File: config.mk
export PLATFORM = sky130hd
export DESIGN_NAME = univ_shift_reg_flat
export DESIGN_NICKNAME = d
export VERILOG_FILES = /design/src/rtl/usp_pkg.sv /design/src/rtl/univ_shift_reg_if.sv /design/src/rtl/usr_burst_ctl.sv /design/src/rtl/univ_shift_reg.sv /design/src/flat_wrapper.sv
export SDC_FILE = /design/constraint.sdc
export NUM_CORES = 1
export LEC_CHECK = 0
export CORE_ASPECT_RATIO = 0.6
export CORE_MARGIN = 1
export CORE_UTILIZATION = 40
export CTS_CLUSTER_DIAMETER = 120
export DETAILED_ROUTE_END_ITERATION = 7
export HOLD_SLACK_MARGIN = 0.02
export PLACE_DENSITY = 0.83
export REMOVE_ABC_BUFFERS = 1
export SLEW_MARGIN = 20
export SYNTH_ARGS = -nofsm -noshare
export SYNTH_HDL_FRONTEND = slang
export SYNTH_SLANG_ARGS = --single-unit
File: constraint.sdc
create_clock -name clk -period 1.3 [get_ports clk]
set_clock_uncertainty 0.2 [all_clocks]
set_input_delay 0.26 -clock clk [delete_from_list [all_inputs] [get_ports clk]]
set_output_delay 0.26 -clock clk [all_outputs]
set_load 0.05 [all_outputs]
File: src/rtl/usp_pkg.sv
// Shared definitions for the universal shift register: mode codes, FSM states, step function.
// Latency: n/a (package, purely combinational helpers).
// Backpressure: none; the register accepts a command every falling edge.
package usp_pkg;

    // Per-cycle operation codes carried on the mode input.
    localparam logic [2:0] MODE_HOLD = 3'b000;
    localparam logic [2:0] MODE_LOAD = 3'b001;
    localparam logic [2:0] MODE_SHL  = 3'b010;
    localparam logic [2:0] MODE_SHR  = 3'b011;
    localparam logic [2:0] MODE_ROL  = 3'b100;
    localparam logic [2:0] MODE_ROR  = 3'b101;
    localparam logic [2:0] MODE_CLR  = 3'b110;
    localparam logic [2:0] MODE_INV  = 3'b111;

    // Widest register the step function can serve; instances must keep WIDTH at or below this.
    localparam int USP_MAX_W = 64;

    typedef enum logic {
        ST_IDLE  = 1'b0,
        ST_BURST = 1'b1
    } state_e;

    // Next register value for one step of the given mode, on a w-bit register
    // carried in the low bits of a USP_MAX_W vector. LOAD needs the parallel
    // data, so the caller handles it; here it behaves as HOLD.
    function automatic logic [USP_MAX_W-1:0] usp_step(
        input logic [USP_MAX_W-1:0] q,
        input int unsigned          w,
        input logic [2:0]           mode,
        input logic                 sin_l,
        input logic                 sin_r
    );
        logic [USP_MAX_W-1:0] lsb_one;
        logic [USP_MAX_W-1:0] msb_one;
        logic [USP_MAX_W-1:0] mask;
        logic [USP_MAX_W-1:0] r;
        lsb_one = USP_MAX_W'(1);
        msb_one = lsb_one << (w - 1);
        mask    = (w >= USP_MAX_W) ? '1 : ((lsb_one << w) - lsb_one);
        case (mode)
            MODE_SHL: r = (q << 1) | (sin_r ? lsb_one : '0);
            MODE_SHR: r = (q >> 1) | (sin_l ? msb_one : '0);
            MODE_ROL: r = (q << 1) | (((q & msb_one) != '0) ? lsb_one : '0);
            MODE_ROR: r = (q >> 1) | (q[0] ? msb_one : '0);
            MODE_CLR: r = '0;
            MODE_INV: r = ~q;
            default:  r = q;
        endcase
        return r & mask;
    endfunction

endpackage

File: src/rtl/univ_shift_reg_if.sv
// Bundle of command inputs and register outputs of the universal shift register.
// Latency: n/a (wiring only).
// Backpressure: none; busy tells the driver that per-cycle commands are ignored.
// Ports: en/mode/d/sin_l/sin_r (per-cycle ops), burst_* (burst request), q/nq/sout_*/busy/done (status).
interface univ_shift_reg_if #(
    parameter int WIDTH = 8
);
    localparam int CNT_W = $clog2(WIDTH) + 1;

    logic             en;
    logic [2:0]       mode;
    logic [WIDTH-1:0] d;
    logic             sin_l;
    logic             sin_r;
    logic             burst_start;
    logic [CNT_W-1:0] burst_len;
    logic             burst_dir;
    logic             burst_rot;
    logic [WIDTH-1:0] q;
    logic [WIDTH-1:0] nq;
    logic             sout_l;
    logic             sout_r;
    logic             busy;
    logic             done;

    modport master (
        output en, mode, d, sin_l, sin_r, burst_start, burst_len, burst_dir, burst_rot,
        input  q, nq, sout_l, sout_r, busy, done
    );

    modport slave (
        input  en, mode, d, sin_l, sin_r, burst_start, burst_len, burst_dir, burst_rot,
        output q, nq, sout_l, sout_r, busy, done
    );
endinterface

File: src/rtl/usr_burst_ctl.sv
// Burst sequencer: counts N shift/rotate steps, drives busy and a one-cycle done pulse.
// Latency: start edge loads the counter, then one step per falling edge; done on the Nth step.
// Backpressure: burst requests are ignored while a burst is running.
// Ports: burst_start/len/dir/rot in; idle, step_vld, step_mode, busy, done out.
module usr_burst_ctl
    import usp_pkg::*;
#(
    parameter int CNT_W = 4
) (
    input  logic             clk,
    input  logic             rst_n,
    input  logic             burst_start,
    input  logic [CNT_W-1:0] burst_len,
    input  logic             burst_dir,
    input  logic             burst_rot,
    output logic             idle,
    output logic             step_vld,
    output logic [2:0]       step_mode,
    output logic             busy,
    output logic             done
);
    state_e           state_q, state_d;
    logic [CNT_W-1:0] cnt_q, cnt_d;
    logic             dir_q, dir_d;
    logic             rot_q, rot_d;
    logic             busy_q, busy_d;
    logic             done_q, done_d;

    always_comb begin
        state_d = state_q;
        cnt_d   = cnt_q;
        dir_d   = dir_q;
        rot_d   = rot_q;
        busy_d  = busy_q;
        done_d  = 1'b0;
        case (state_q)
            ST_IDLE: begin
                if (burst_start) begin
                    if (burst_len != '0) begin
                        state_d = ST_BURST;
                        busy_d  = 1'b1;
                        cnt_d   = burst_len;
                        dir_d   = burst_dir;
                        rot_d   = burst_rot;
                    end else begin
                        // Empty burst completes immediately without touching q.
                        done_d = 1'b1;
                    end
                end
            end
            ST_BURST: begin
                cnt_d = cnt_q - CNT_W'(1);
                if (cnt_q == CNT_W'(1)) begin
                    state_d = ST_IDLE;
                    busy_d  = 1'b0;
                    done_d  = 1'b1;
                end
            end
            default: state_d = ST_IDLE;
        endcase
    end

    always_ff @(negedge clk) begin
        if (!rst_n) begin
            state_q <= ST_IDLE;
            cnt_q   <= '0;
            dir_q   <= 1'b0;
            rot_q   <= 1'b0;
            busy_q  <= 1'b0;
            done_q  <= 1'b0;
        end else begin
            state_q <= state_d;
            cnt_q   <= cnt_d;
            dir_q   <= dir_d;
            rot_q   <= rot_d;
            busy_q  <= busy_d;
            done_q  <= done_d;
        end
    end

    assign idle      = (state_q == ST_IDLE);
    assign step_vld  = (state_q == ST_BURST);
    assign step_mode = rot_q ? (dir_q ? MODE_ROR : MODE_ROL)
                             : (dir_q ? MODE_SHR : MODE_SHL);
    assign busy      = busy_q;
    assign done      = done_q;
endmodule

File: src/rtl/univ_shift_reg.sv
// Universal WIDTH-bit register: hold/load/shift/rotate/clear/invert plus an N-step burst engine.
// Latency: q updates on the falling edge that applies a command; nq/sout_* follow q combinationally.
// Backpressure: while busy, per-cycle commands and new burst requests are ignored.
// Ports: clk, rst_n (sync, active-low, falling edge), bus (univ_shift_reg_if slave).
module univ_shift_reg
    import usp_pkg::*;
#(
    parameter int WIDTH = 8
) (
    input  logic           clk,
    input  logic           rst_n,
    univ_shift_reg_if.slave bus
);
    localparam int CNT_W = $clog2(WIDTH) + 1;

    logic [WIDTH-1:0] q_q, q_d;
    logic             idle;
    logic             step_vld;
    logic [2:0]       step_mode;

    usr_burst_ctl #(
        .CNT_W (CNT_W)
    ) u_burst_ctl (
        .clk         (clk),
        .rst_n       (rst_n),
        .burst_start (bus.burst_start),
        .burst_len   (bus.burst_len),
        .burst_dir   (bus.burst_dir),
        .burst_rot   (bus.burst_rot),
        .idle        (idle),
        .step_vld    (step_vld),
        .step_mode   (step_mode),
        .busy        (bus.busy),
        .done        (bus.done)
    );

    always_comb begin
        q_d = q_q;
        if (step_vld) begin
            q_d = WIDTH'(usp_step(USP_MAX_W'(q_q), WIDTH, step_mode, bus.sin_l, bus.sin_r));
        end else if (idle && bus.en && !bus.burst_start) begin
            // A burst request in the same cycle wins over the per-cycle command.
            if (bus.mode == MODE_LOAD) begin
                q_d = bus.d;
            end else begin
                q_d = WIDTH'(usp_step(USP_MAX_W'(q_q), WIDTH, bus.mode, bus.sin_l, bus.sin_r));
            end
        end
    end

    always_ff @(negedge clk) begin
        if (!rst_n) begin
            q_q <= '0;
        end else begin
            q_q <= q_d;
        end
    end

    assign bus.q      = q_q;
    assign bus.nq     = ~q_q;
    assign bus.sout_l = q_q[WIDTH-1];
    assign bus.sout_r = q_q[0];
endmodule

File: src/flat_wrapper.sv
// flat-port wrapper written by rule: the top's interface ports become plain ports
module univ_shift_reg_flat import usp_pkg::*;
#(
    parameter int WIDTH = 8
)
  (clk, rst_n, bus_en, bus_mode, bus_d, bus_sin_l, bus_sin_r, bus_burst_start, bus_burst_len, bus_burst_dir, bus_burst_rot, bus_q, bus_nq, bus_sout_l, bus_sout_r, bus_busy, bus_done);
  univ_shift_reg_if #(.WIDTH(WIDTH)) bus_i ();
  input  logic clk;
  input  logic rst_n;
  input wire logic [$bits(bus_i.en)-1:0] bus_en;
  input wire logic [$bits(bus_i.mode)-1:0] bus_mode;
  input wire logic [$bits(bus_i.d)-1:0] bus_d;
  input wire logic [$bits(bus_i.sin_l)-1:0] bus_sin_l;
  input wire logic [$bits(bus_i.sin_r)-1:0] bus_sin_r;
  input wire logic [$bits(bus_i.burst_start)-1:0] bus_burst_start;
  input wire logic [$bits(bus_i.burst_len)-1:0] bus_burst_len;
  input wire logic [$bits(bus_i.burst_dir)-1:0] bus_burst_dir;
  input wire logic [$bits(bus_i.burst_rot)-1:0] bus_burst_rot;
  output wire logic [$bits(bus_i.q)-1:0] bus_q;
  output wire logic [$bits(bus_i.nq)-1:0] bus_nq;
  output wire logic [$bits(bus_i.sout_l)-1:0] bus_sout_l;
  output wire logic [$bits(bus_i.sout_r)-1:0] bus_sout_r;
  output wire logic [$bits(bus_i.busy)-1:0] bus_busy;
  output wire logic [$bits(bus_i.done)-1:0] bus_done;
  assign bus_i.en = bus_en;
  assign bus_i.mode = bus_mode;
  assign bus_i.d = bus_d;
  assign bus_i.sin_l = bus_sin_l;
  assign bus_i.sin_r = bus_sin_r;
  assign bus_i.burst_start = bus_burst_start;
  assign bus_i.burst_len = bus_burst_len;
  assign bus_i.burst_dir = bus_burst_dir;
  assign bus_i.burst_rot = bus_burst_rot;
  assign bus_q = bus_i.q;
  assign bus_nq = bus_i.nq;
  assign bus_sout_l = bus_i.sout_l;
  assign bus_sout_r = bus_i.sout_r;
  assign bus_busy = bus_i.busy;
  assign bus_done = bus_i.done;
  univ_shift_reg #(.WIDTH(WIDTH)) u_core (.clk(clk), .rst_n(rst_n), .bus(bus_i));
endmodule
==> metrics.md, run 1 <==
| Metric | Value |
|---|---|
| Status | `did not finish` |
| Failing step | `4_1_cts` |
| Error message | `[ERROR DPL-0038] Utilization greater than 100%, impossible to legalize` |
| Die H | `roughly 44 um` |
| Simple-gate share of the synthesized area | `17.3%` |
| Sequential share of the synthesized area | `~29%` |
| DP HPWL | `between 3000 and 4000 um` |
| Die Wd | `72.4 um` |
| Post-synthesis compound-gate area fraction | `33.7%` |
| Top Ports | `43` |
| Number of cells produced by synthesis | `156` |
| Mux share of post-synthesis cell area | `roughly 7.6%` |
| YS warnings | `0` |
| Initial Util | `between 40% and 50%` |
| Cell area after synthesis | `1190 sq um` |
| Root buffer cell | `clkbuf_8` |
| Post-CTS Setup Bufs | `18` |
| XOR/XNOR share of the synthesized area | `about 1.5%` |
| Largest family of logic cells by synthesized area | `compound AO/OA/AOI/OAI gates` |
| Clk buf depth | `2` |
| Hold_buf cts | `0` |
| H-tree depth | `1` |
| # rows | `14` |
| Placer Congestion | `between 0.9 and 1` |
| IO Port Bufs | `42` |
| Avg Cell Area, Syn | `7.62 sq um` |
| Yosys reg bits | `17` |
| Clock sink total | `17` |
| Count of different cell masters after synthesis | `36` |
| Adder-cell share of the synthesized area | `2.11%` |
| CTS Buf Count | `3` |
| Post-CTS Resized | `143` |
| Placed cell count | `274` |
==> kinds of logic after synthesis <==
| logic type | Yosys count |
|---|---|
| AOI/OAI and AO/OA | 61 |
| and+or+nand+nor | 39 |
| buffers and inverters | 26 |
| DFF | 17 |
| muxes | 9 |
| xor gates and xnor gates | 2 |
| adders and majority gates | 2 |
==> cell usage after synthesis (all sizes together) <==
cell type	count	share of area (%)
a211oi	4	2.5
a21oi	20	8.4
a221oi	2	1.5
a22o	1	0.74
a2bb2oi	2	1.5
a31oi	8	4.2
a32oi	1	0.74
and2	2	1.1
and3	2	1.1
buf	6	2.9
clkbuf	4	1.3
clkinv	1	0.32
dfxtp	17	29
ha	2	2.1
inv	15	4.7
mux2i	9	7.6
nand2	12	3.8
nand2b	2	1.7
nand3b	1	0.63
nor2	9	2.8
nor2b	1	0.53
nor3	9	5.2
nor4	1	0.53
o2111ai	1	0.74
o211ai	5	3.2
o21ai	13	5.5
o221a	1	0.95
o221ai	2	1.5
o41ai	1	2.3
xnor2	2	1.5
==> stage by stage <==
stage | utilization, % | area [sq um] | setup TNS [ns] | setup WS (ns) | hold WS [ns]
3_3_place_gp | 81.4 | 2170 | -28.38 | -1.30 | 0.284
3_5_place_dp | 81.4 | 2170 | -30.32 | -1.45 | 0.315
2_1_floorplan | - | 1140 | -25.93 | -1.32 | 0.273
==> run 2, diff against run 1 <==
- CORE_AREA: not set -> 2 2 63 65
- CORE_ASPECT_RATIO: 0.6 -> not set
- CORE_MARGIN: 1 -> not set
- CORE_UTILIZATION: 40 -> not set
- CTS_CLUSTER_DIAMETER: 120 -> not set
- DIE_AREA: not set -> 0 0 65 67
- HOLD_SLACK_MARGIN: 0.02 -> not set
- PLACE_DENSITY: 0.83 -> not set
- PLACE_DENSITY_LB_ADDON: not set -> 0.15
- clock period: 1.3 -> 1.7 ns (I/O delays scaled with it)
==> metrics.md, run 2 <==
| Metric | Value |
|---|---|
| Status | `finished with violations` |
| Failing checks | `negative setup slack` |
| Avg WL per Cell | `16.4 um` |
| Worst path required time | `1.16 ns` |
| Static Leak | `1.14 nW` |
| Place WS | `-1.21 ns (+0.247 ns)` |
| Post-synthesis compound-gate area fraction | `33.7% (unchanged)` |
| First-pass GRT wire length | `7240 um` |
| Crit path kind | `flip-flop to output pin` |
| Final instance count without filler cells | `308` |
| EDFF count, synth | `0 (unchanged)` |
| Skew-Pair Late Insertion Delay | `0.34 ns` |
| Worst hold path type | `flip-flop to flip-flop` |
| Number of global-route vias before repair | `1,633` |
| Critical-path cell with the highest stage delay | `dfxtp_4` |
| Sequential share of the synthesized area | `28.6% (unchanged)` |
| Count of different cell masters after synthesis | `36 (unchanged)` |
| Largest net degree at the start of global routing | `17` |
| Placer Congestion | `0.824 (-11%)` |
| Fraction of layout cells with a size suffix above 1 | `53.8%` |
| Die ar. | `4360 sq um` |
| Initial Util | `33.0% (-12 points)` |
| IO Port Bufs | `42 (unchanged)` |
| Initial drt markers | `110` |
| Final setup fails | `37` |
| Commonest non-fill, non-tap cell in the layout | `buf_4` |
| Dpl cell area | `2130 sq um (-1.8%)` |
| Grt peak-use layer | `met2` |
| # rows | `22 (+8)` |
| Data arrival time of the critical path | `1.79 ns` |
| First-pass DRT Iterations | `4` |
| Avg Cell Area, Syn | `7.62 sq um (unchanged)` |
| Root buffer cell | `clkbuf_8` |
| YS warnings | `0 (unchanged)` |
| Simple-gate share of the synthesized area | `17.3% (unchanged)` |
| Worst-Margin Slew | `0.536 ns` |
| Initial antenna violation count | `0` |
| Total congestion overflow | `0` |
| CP Capture Type | `output pin` |
| Worst slew margin | `64.2%` |
| Die H | `67 um (+51%)` |
| H-tree depth | `1 (unchanged)` |
| Commonest non-fill, non-tap cells in the layout | `30 x buf_4, 26 x inv_1, 22 x buf_12, 22 x buf_6, 14 x a21oi_1` |
| Ant. Diodes | `0` |
| CTS clk-pin slew, worst paths | `0.05 ns` |
| Final hold vios | `0` |
| FFs w/ async S/R, synth | `0% (unchanged)` |
| Largest family of logic cells by synthesized area | `compound AO/OA/AOI/OAI gates` |
| Final ANT Viol Nets | `0` |
| Max-Cap Viols | `0` |
| Cell area after synthesis | `1190 sq um (unchanged)` |
| Startpoint types | `flip-flop` |
| Die Wd | `65 um (-10%)` |
| Area leader, netlist | `dfxtp_1` |
| Design Area, Final | `2660 sq um` |
| Vias | `1,688` |
| RSZ-0062 raised after global routing | `true` |
| Crit path max fanout | `3` |
| Adder-cell share of the synthesized area | `2.11% (unchanged)` |
| Total Wirelength | `roughly 5000 um` |
| Via/cell ratio | `5.48` |
| Power per cell area | `744 nW/um^2` |
| Gr usage total | `21.0%` |
| Placed cell count | `277 (+1.1%)` |
| Largest cells by area after synthesis | `dfxtp_1 29%, a21oi_1 8.4%, mux2i_1 7.6%, inv_1 4.7%, o21ai_0 4.6%` |
| Final net count | `286` |
| Clk buf depth | `2 (unchanged)` |
| # DRC | `0` |
| Number of flip-flops in the largest register | `8` |
| Crit-path leading delay family | `flip-flops` |
| Worst Slack Setup Final | `-0.632 ns` |
| Max stage delay on crit path | `0.35 ns` |
| Yosys reg bits | `17 (unchanged)` |
| Hold_buf cts | `0 (unchanged)` |
| Max VDD drop | `0.376 mV` |
| Slew Limit Fails | `0` |
| Number of cells produced by synthesis | `156 (unchanged)` |
| XOR/XNOR share of the synthesized area | `1.47% (unchanged)` |
| Top cells by count, synth | `20 x a21oi_1, 17 x dfxtp_1, 15 x inv_1, 12 x nand2_1, 11 x o21ai_0` |
| Dominant synthesized flop cell | `dfxtp_1` |
| Worst-path cell chain | `buf_6 > buf_12` |
| Area growth, synth to finish | `124%` |
| CTS Buf Count | `3 (unchanged)` |
| M1 GR Usage | `25.5%` |
| Count leader, synth | `a21oi_1` |
| Clock sink total | `17 (unchanged)` |
| Total design power | `1.98 mW` |
| DP HPWL | `3020 um (-16%)` |
| Buffer and inverter count on the worst path | `2` |
| Mux share of post-synthesis cell area | `7.58% (unchanged)` |
| Area share of the leading cell type in the synthesized netlist | `28.6% (unchanged)` |
| Core area | `3610 sq um` |
| M2 GR Usage | `35.6%` |
| CTS tree | `yes` |
| Met3 Resource Use GR | `4.56%` |
| Top Ports | `43 (unchanged)` |
==> run 2: metal layers <==
| metal | vias up | wire, um |
|---|---|---|
| li1 | 781 | - |
| met1 | 784 | 2010 |
| met2 | 107 | 2550 |
| met3 | 16 | 361 |
| met4 | 0 | 118 |
| met5 | - | 0 |
==> run 2: worst paths after layout <==
| check | startpoint | to | slack [ns] | depth (start not counted) |
|---|---|---|---|---|
| min | u_core.u_burst_ctl.cnt_q[3]$_SDFFE_NN0P_ | u_core.u_burst_ctl.cnt_q[3]$_SDFFE_NN0P_ | 0.30 | 2 |
| min reg2reg | u_core.u_burst_ctl.cnt_q[3]$_SDFFE_NN0P_ | u_core.u_burst_ctl.cnt_q[3]$_SDFFE_NN0P_ | 0.30 | 2 |
| max reg2reg | u_core.u_burst_ctl.step_vld$_SDFF_NN0_ | u_core.bus.q[1]$_SDFFE_NN0P_ | 0.04 | 5 |
| max | u_core.bus.q[5]$_SDFFE_NN0P_ | bus_q[5] | -0.63 | 2 |
==> run 2: metrics by stage <==
step                      hold WS [ns]  util, %  TNS, ns
after floorplan                  0.273        -   -21.06
after global placement           0.281     59.0   -24.02
after detailed placement         0.301     59.0   -24.70
after CTS                        0.305     70.7   -16.77
after global routing             0.322     73.7   -18.44
final                            0.298     73.7   -17.46
==> run 2: area by class of cell <==
type	count	area, sq um
fill	250	947
inverter	15	62.6
clock inverter	18	67.6
tap	48	60.1
sequential	17	360
timing repair buffer	94	1120
multi-input combinational	113	951
clock buffer	3	41.3
==> run 2: power by group <==
part	switching, mW	total, mW	internal [mW]
Sequential	0.0579	0.503	0.445
Clock	0.282	0.496	0.214
Combinational	0.484	0.978	0.494
==> run 2: timing repair <==
action / 4_1_cts / 5_1_grt
pin swaps: 41 / 20
resized for setup: 146 / 22
setup buffers: 11 / 2
setup endpoints to repair: 37 / 37
==> run 2: worst reg2reg max path: stages (launching register included) <==
cell     delay (ns)
dfxtp_1        0.54
inv_1          0.23
o21ai_4        0.12
buf_6          0.16
o21ai_1        0.09
a31oi_1        0.22
==> run 2: cell families after synthesis <==
logic type      count (synthesis)
compound gates                 61
xor+xnor                        2
fa+ha+maj                       2
buf+inv                        26
flops                          17
mux                             9
simple gates                   39
(Power assumes the default switching activity.)
==> run 3, diff against run 2 <==
- PLACE_DENSITY: not set -> 0.7
- PLACE_DENSITY_LB_ADDON: 0.15 -> not set
==> metrics.md, run 3 (synthesis results as in run 2) <==
| Metric | Value |
|---|---|
| Area growth, synth to finish | `136%` |
| Via/cell ratio | `5.72 (+4.3%)` |
| Number of global-route vias before repair | `1,888 (+16%)` |
| Fillcell total | `207 (-17%)` |
| Die ar. | `4360 sq um (unchanged)` |
| Initial Util | `33.0% (unchanged)` |
| Commonest non-fill, non-tap cell in the layout | `buf_4` |
| Total congestion overflow | `0 (unchanged)` |
| Crit-path leading delay family | `flip-flops` |
| # DRC | `0 (unchanged)` |
| Footprint of the multi-input gates | `945 sq um (-0.66%)` |
| IO Port Bufs | `42 (unchanged)` |
| Worst path required time | `1.16 ns (about the same)` |
| CP Depth | `2 (unchanged)` |
| Worst Reg-to-Reg Cells | `7 (+2)` |
| Gr usage total | `26.5% (+5.6 points)` |
| CP Capture Type | `output pin` |
| Clock sink total | `17 (unchanged)` |
| Failing checks | `negative setup slack` |
| # rows | `22 (unchanged)` |
| Critical-path cell with the highest stage delay | `dfxtp_2` |
| First-pass DRT Iterations | `6 (+2)` |
| Data arrival time of the critical path | `1.82 ns (+0.03 ns)` |
| Top Ports | `43 (unchanged)` |
| Initial drt markers | `224 (+100%)` |
| Final setup fails | `37 (unchanged)` |
| Crit path launch | `u_core.bus.q[4]$_SDFFE_NN0P_` |
| Buffer and inverter count on the worst path | `2 (unchanged)` |
| Power per cell area | `788 nW/um^2 (+6.0%)` |
| Final hold vios | `0 (unchanged)` |
| Max-Cap Viols | `0 (unchanged)` |
| Startpoint types | `flip-flop` |
| Clk buf depth | `2 (unchanged)` |
| Static Leak | `1.23 nW (+8.7%)` |
| Largest net degree at the start of global routing | `13 (-4)` |
| Worst slew margin | `74.5% (+10 points)` |
| Die Wd | `65 um (unchanged)` |
| Reg2reg end | `u_core.bus.q[3]$_SDFFE_NN0P_` |
| Worst Slack Setup Final | `-0.658 ns (-0.0264 ns)` |
| Status | `finished with violations` |
| Final net count | `301 (+5.2%)` |
| RSZ-0062 raised after global routing | `true` |
| CP Capture Point | `bus_q[4]` |
| Skew-Pair Late Insertion Delay | `0.35 ns (about the same)` |
| Core area | `3610 sq um (unchanged)` |
| First-pass GRT wire length | `8650 um (+19%)` |
| CTS clk-pin slew, worst paths | `0.06 ns (about the same)` |
| Worst-path cell chain | `buf_6 > buf_12` |
| Avg WL per Cell | `19.1 um (+16%)` |
| Root buffer cell | `clkbuf_8` |
| Hold_buf cts | `0 (unchanged)` |
| Placer Congestion | `0.843 (+2.4%)` |
| Ant. Diodes | `0 (unchanged)` |
| Max stage delay on crit path | `0.37 ns (+0.02 ns)` |
| Worst-Margin Slew | `0.378 ns (-0.158 ns)` |
| Reg area | `360 sq um (unchanged)` |
| Final ANT Viol Nets | `0 (unchanged)` |
| H-tree depth | `1 (unchanged)` |
| Max VDD drop | `0.780 mV (+110%)` |
| Crit path max fanout | `2 (-1)` |
| Place WS | `-1.25 ns (-0.0449 ns)` |
| Worst hold path type | `flip-flop to flip-flop` |
| Vias | `1,847 (+9.4%)` |
| Initial antenna violation count | `0 (unchanged)` |
| Die H | `67 um (unchanged)` |
| Crit path kind | `flip-flop to output pin` |
| FF-to-FF setup slack | `0.16 ns (+0.12 ns)` |
| Commonest non-fill, non-tap cells in the layout | `39 x buf_4, 28 x buf_6, 24 x inv_1` |
| Total Wirelength | `6160 um (+22%)` |
| CTS Buf Count | `3 (unchanged)` |
| Finished Core Util | `77.9% (+4.2 points)` |
| Worst R2R Start | `u_core.bus.q[4]$_SDFFE_NN0P_` |
| Fraction of layout cells with a size suffix above 1 | `56.4% (+2.5 points)` |
| DP HPWL | `2920 um (-3.1%)` |
| Number of flip-flops in the largest register | `8 (unchanged)` |
| Slew Limit Fails | `0 (unchanged)` |
| CTS tree | `yes` |
-- run 3: changes by cell type in the layout (fill, tap and decap cells not counted), sizes merged --
cell,change
bufinv,+1
dlygate4sd2,-5
inv,-1
buf,+15
dlymetal6s2s,+2
clkdlybuf4s50,+3
-- run 3: report_power, final --
| part | internal [mW] | switching [mW] |
|---|---|---|
| Sequential | 0.445 | 0.0511 |
| Combinational | 0.521 | 0.529 |
| Clock | 0.368 | 0.301 |
-- run 3: worst min-delay path by stage --
stage | startpoint | endpoint | slack (ns) | cells past startpoint
2_1_floorplan | u_core.u_burst_ctl.cnt_q[3]$_SDFFE_NN0P_ | u_core.u_burst_ctl.cnt_q[3]$_SDFFE_NN0P_ | 0.27 | 2
3_3_place_gp | u_core.u_burst_ctl.cnt_q[3]$_SDFFE_NN0P_ | u_core.u_burst_ctl.cnt_q[3]$_SDFFE_NN0P_ | 0.29 | 2
3_5_place_dp | u_core.u_burst_ctl.cnt_q[3]$_SDFFE_NN0P_ | u_core.u_burst_ctl.cnt_q[3]$_SDFFE_NN0P_ | 0.30 | 2
4_1_cts | u_core.u_burst_ctl.cnt_q[3]$_SDFFE_NN0P_ | u_core.u_burst_ctl.cnt_q[3]$_SDFFE_NN0P_ | 0.31 | 2
5_1_grt | u_core.u_burst_ctl.rot_q$_SDFFE_NN0P_ | u_core.u_burst_ctl.rot_q$_SDFFE_NN0P_ | 0.35 | 2
6_report | u_core.u_burst_ctl.cnt_q[3]$_SDFFE_NN0P_ | u_core.u_burst_ctl.cnt_q[3]$_SDFFE_NN0P_ | 0.30 | 2
-- run 3: stage by stage --
| stage | std cells | instance area (sq um) | hold WS, ns | setup TNS, ns | power [mW] |
|---|---|---|---|---|---|
| 6_report | 323 | 2810 | 0.303 | -18.15 | 2.21 |
| 5_1_grt | 323 | 2810 | 0.350 | -19.31 | 2.30 |
| 4_1_cts | 316 | 2600 | 0.307 | -17.29 | 2.04 |
| 3_5_place_dp | 280 | 2150 | 0.305 | -25.62 | 1.36 |
| 3_3_place_gp | 280 | 2150 | 0.293 | -24.33 | 1.35 |
| 2_1_floorplan | 146 | 1140 | 0.273 | -21.06 | 0.900 |
-- run 3: final cells by class --
cell class / count / share of cell area (%)
repair buffers: 109 / 44.2
flip-flops and latches: 17 / 12.8
well taps: 48 / 2.14
multi-input cells: 113 / 33.6
clock buffers: 3 / 1.47
clock inverters: 18 / 3.34
inverters: 15 / 2.36
-- run 3: routing by layer --
layer	share of wire, %	GRT usage, %
met1	37	28.4
met3	9.7	8.28
met4	5.1	20.2
met5	0	0
met2	48	43.7
-- run 3: worst reg2reg max path, cell delays in order (launching register included) --
cell     delay (ns)
dfxtp_2        0.37
buf_6          0.12
buf_4          0.09
buf_4          0.13
mux2i_1        0.07
a21oi_1        0.20
o21ai_2        0.09
a31oi_1        0.15
-- run 3: what timing repair did --
| action | CTS | global route |
|---|---|---|
| pin swaps | 26 | 22 |
| endpoints found under the setup margin | 37 | 37 |
| endpoints found under the hold margin | 0 | 0 |
| gates resized for setup | 120 | 43 |
| cloned | 1 | 0 |
| buffers inserted | 16 | 8 |
